$ cat src/rtl/contador_bcd_2dig.sv
// contador_bcd_2dig: two-digit BCD up/down counter with start/stop FSM and prescaler
// Ports: clk, rst (async, active-high); start/stop/clr/up controls;
//   bcd_unid/bcd_dez digits to the 7-segment decoders; tick, wrap, running status.
// Optional macro BLANK_ZERO_EN: bcd_dez shows 4'hF (blank) while the tens digit is 0.
module contador_bcd_2dig #(
  parameter int DIV   = 50_000_000,
  parameter int DIV_W = 26,
  parameter int MOD   = 60
) (
  input  logic       clk,
  input  logic       rst,
  input  logic       start,
  input  logic       stop,
  input  logic       clr,
  input  logic       up,
  output logic [3:0] bcd_unid,
  output logic [3:0] bcd_dez,
  output logic       tick,
  output logic       wrap,
  output logic       running
);
`ifdef BLANK_ZERO_EN
  localparam bit BLANK = 1'b1;
`else
  localparam bit BLANK = 1'b0;
`endif
  localparam logic [3:0] UMAX = 4'((MOD - 1) % 10);
  localparam logic [3:0] TMAX = 4'((MOD - 1) / 10);
  localparam logic [DIV_W-1:0] PMAX = DIV_W'(DIV - 1);
  typedef enum logic {PARADO, CONTANDO} state_t;
  state_t state, state_n;
  logic [DIV_W-1:0] pre, pre_n;
  logic [3:0] dez, unid_n, dez_n;
  logic step, top, bottom, wrap_n;
  always_ff @(posedge clk or posedge rst)
    if (rst) state <= PARADO;
    else state <= state_n;
  // stop dominates start in both states
  always_comb
    state_n = (state == PARADO) ? ((start && !stop) ? CONTANDO : PARADO)
                                : (stop ? PARADO : CONTANDO);
  always_comb begin
    running = (state == CONTANDO);
    tick = running && (pre == PMAX);
  end
  // clr suppresses the step; the prescaler restarts on clr, tick, or leaving CONTANDO
  always_comb begin
    step = tick && !clr;
    top = (bcd_unid == UMAX) && (dez == TMAX);
    bottom = (bcd_unid == 4'd0) && (dez == 4'd0);
    pre_n = (running && state_n == CONTANDO && !clr && !tick) ? pre + 1'b1 : '0;
    wrap_n = step && (up ? top : bottom);
    unid_n = clr ? 4'd0 : !step ? bcd_unid
           : up ? ((top || bcd_unid == 4'd9) ? 4'd0 : bcd_unid + 4'd1)
           : (bottom ? UMAX : (bcd_unid == 4'd0) ? 4'd9 : bcd_unid - 4'd1);
    dez_n = clr ? 4'd0 : !step ? dez
          : up ? (top ? 4'd0 : (bcd_unid == 4'd9) ? dez + 4'd1 : dez)
          : (bottom ? TMAX : (bcd_unid == 4'd0) ? dez - 4'd1 : dez);
  end
  // bcd_dez is registered from the next tens value so the blanking mux never glitches
  always_ff @(posedge clk or posedge rst)
    if (rst) begin
      pre <= '0;
      bcd_unid <= 4'd0;
      dez <= 4'd0;
      bcd_dez <= BLANK ? 4'hF : 4'h0;
      wrap <= 1'b0;
    end else begin
      pre <= pre_n;
      bcd_unid <= unid_n;
      dez <= dez_n;
      bcd_dez <= (BLANK && dez_n == 4'd0) ? 4'hF : dez_n;
      wrap <= wrap_n;
    end
endmodule

$ cat config.mk
export PLATFORM = sky130hd
export DESIGN_NAME = contador_bcd_2dig
export DESIGN_NICKNAME = d
export VERILOG_FILES = /design/src/rtl/contador_bcd_2dig.sv
export SDC_FILE = /design/constraint.sdc
export NUM_CORES = 1
export LEC_CHECK = 0
export CORE_MARGIN = 8
export CORE_UTILIZATION = 32
export CTS_BUF_LIST = sky130_fd_sc_hd__clkbuf_4 sky130_fd_sc_hd__clkbuf_8 sky130_fd_sc_hd__clkbuf_16
export CTS_CLUSTER_DIAMETER = 200
export DETAILED_ROUTE_END_ITERATION = 8
export DONT_BUFFER_PORTS = 1
export REMOVE_ABC_BUFFERS = 1
export SYNTH_ARGS = -nofsm -noshare
export SYNTH_HDL_FRONTEND = slang
export SYNTH_SLANG_ARGS = --single-unit
$ cat constraint.sdc
create_clock -name clk -period 3 [get_ports clk]
set_input_delay 0.6 -clock clk [delete_from_list [all_inputs] [get_ports clk]]
set_output_delay 0.6 -clock clk [all_outputs]
set_load 0.01 [all_outputs]
==> impl_results.md <==
- Post-CTS Setup Bufs: 0
- Synth area leader: dfrtp_1
- Tcrit/Tclk final: 86.2%
- CTS tree: done
- TritonCTS buffer count: 5
- Largest net degree at the start of global routing: 26
- Clock insertion delay at the later pin of the skew report: 0.29 ns
- Post-CTS sizing: 0
- Tmin final: about 2.6 ns
- Worst-margin pin slew: 0.789 ns
- Fraction of layout cells with a size suffix above 1: 6.93%
- WL/cell: around 15 um
- GP Congestion: a little over 0.8
- Final wirelength: approximately 4.6 mm
- Post-DP HPWL: 3.30 mm
- Mapped Cells: 227
- MaxCap Viol Count: 0
- Fmax: a little under 400 MHz
- Slowest Stage Delay on Critical Path: 0.42 ns
- TritonCTS Sinks: 36
- Netlist Area Pre-Place: 0.00212 mm^2
- Leakage power: 0.950 nW
- 1st-iter DRT viols: 125
- Max-slew headroom: 47.4%
- Row count: 29
- Ys Warns: 0
- # DRC: 0
- Number of enable flip-flop cells after synthesis: 0
- Root Buffer: clkbuf_8
- RR Endpoint: pre[25]
- ANT cells: 0
- Clk slew on worst S/H paths: around 0.080 ns
- Ports: 17
- Worst reg-to-reg setup slack: approximately 0.75 ns
- Slowest CP cell: dfrtp_1
- Critical Path End Type: output pin
- Initial Util: 33.2%
- CP startpoint kind: flip-flop
- Antenna violations before repair: 0
- Antenna viol nets, final: 0
- Power Density: 409 mW/mm^2
- Sequential area share after synthesis: 42.6%
- Top-count cell post-synth: nor2_1
- Share of the synthesized area in the top cell type: 42.6%
- Chip width: approximately 97 um
- Clock Skew: 0.00846 ns
- Crit path cell chain: ha_1 -> nand2_1 -> nor4_2 -> nand3_1 -> inv_2
- FF-to-FF Start: pre[0]
- First-pass GRT wire length: 8.09 mm
- RSZ-0062 raised after global routing: no
- H-tree levels: 2
- Main synth FF type: dfrtp_1
- Flops & latches, synth: 36
- Routed vias: roughly 1600
- Full die area: around 0.0095 mm^2
- WP data arrival: 1.99 ns
- # hold bufs at CTS: 0
- Post-synth cell types: 44
- Ys async rst share: 100%
- Total power: 0.000939 W
- Status: complete, no violations
- Vias per cell: about 5.3
- Total GRT Usage: 10.2%
- Die Y: 97.3 um
- Kind of critical path: flip-flop to output pin
- Max Slew Vio Count: 0
- Top cells by area, synth: dfrtp_1, nor2_1, xor2_1
- Final Hold Vio Count: 0
- Peak supply drop: 0.000197 V
- Commonest cells in the netlist: nor2_1, dfrtp_1, xor2_1, nand3_1, nand2_1
- Detailed Routing Iterations Pass 1: 4
- TNS Setup: 0 ns
- Layout area overhead: 8.39%
- Final setup fails: 0
- Buffers on Ports: 0
- WP data required: 2.40 ns
- Syn Area/Cell: 9.33 um^2
- Crit Path Max Fanout: 6
- Nets: 245
- FF-to-FF path depth: 6
- Hold WC Path Type: primary input to asynchronous set/reset pin
- Grt total ovfl: 0
- Core area: 0.00639 mm^2
- CTS max path bufs: 2
- Vias in the first global route: roughly 1700
==> cell usage in the layout, fill, tap and decap left out, drive strengths merged, types with 3 or more instances in the layout <==
cell	count
a21oi	6
a31oi	3
and3	6
clkbuf	7
dfrtp	36
ha	8
inv	11
nand2	13
nand3	16
nand4	12
nor2	40
nor2b	3
nor3	6
nor4	5
o21ai	3
xnor2	8
xor2	16
==> per-stage QoR <==
step | utilization, % | setup slack [ns] | cell area, um^2 | hold slack (ns) | instances
floorplan | - | 0.967 | 2090 | 0.476 | 223
detailed placement | 34.4 | 0.732 | 2200 | 0.523 | 301
finish | 35.9 | 0.415 | 2290 | 0.343 | 308
global placement | 34.4 | 0.802 | 2200 | 0.509 | 301
CTS | 35.9 | 0.387 | 2290 | 0.355 | 308
global route | 35.9 | 0.285 | 2290 | 0.356 | 308
==> kinds of logic after synthesis <==
kind of cell               Yosys count  share of synthesized area [%]
AOI/OAI and AO/OA                   26                           8.10
xor gates and xnor gates            24                           9.93
adders and majority gates            8                           4.73
buffers and inverters               15                           3.01
DFF                                 36                           42.6
muxes                                2                          0.946
and+or+nand+nor                    116                           30.7
==> registers in the layout, indices dropped and copies added, names as in the netlist <==
name and flops:
dez 4, wrap 1, running 1, pre 26
bcd_unid 4
==> where the power goes <==
part | total, W | switching (W) | internal, W
clock | 0.000374 | 0.000170 | 0.000205
combinational | 0.0000608 | 0.0000411 | 0.0000197
sequential | 0.000504 | 0.0000134 | 0.000491
total | 0.000939 | 0.000224 | 0.000715
==> per-layer routing <==
layer	part of all wire [%]	vias up	global-route usage [%]
li1	-	803	-
met1	45	794	11.6
met2	46	37	16.2
met3	6.3	12	3.34
met4	2.7	0	6.41
met5	0	-	0
==> how the worst max path moves through the flow <==
stage,endpoint,cells past startpoint,start,slack [ns]
2_1_floorplan,tick,4,pre[11],0.97
3_3_place_gp,tick,5,pre[0],0.80
3_5_place_dp,tick,5,pre[0],0.73
4_1_cts,tick,5,pre[0],0.39
5_1_grt,tick,5,pre[0],0.28
6_report,tick,5,pre[0],0.41
==> critical path: cells and delay by family (launching register included) <==
kind	cells	cell delay [ns]
DFF	1	0.42
and+or+nand+nor	3	0.84
buffers and inverters	1	0.19
adders and majority gates	1	0.26
==> layout make-up <==
| class | instances | area [um^2] |
|---|---|---|
| Tap cell | 77 | 96.3 |
| Inverter | 11 | 41.3 |
| Multi-Input combinational cell | 176 | 1150 |
| Sequential cell | 36 | 901 |
| Clock buffer | 7 | 96.3 |
| Timing Repair Buffer | 1 | 7.51 |
| Fill cell | 656 | 4090 |
No activity file was read; power rests on OpenSTA's default activity.
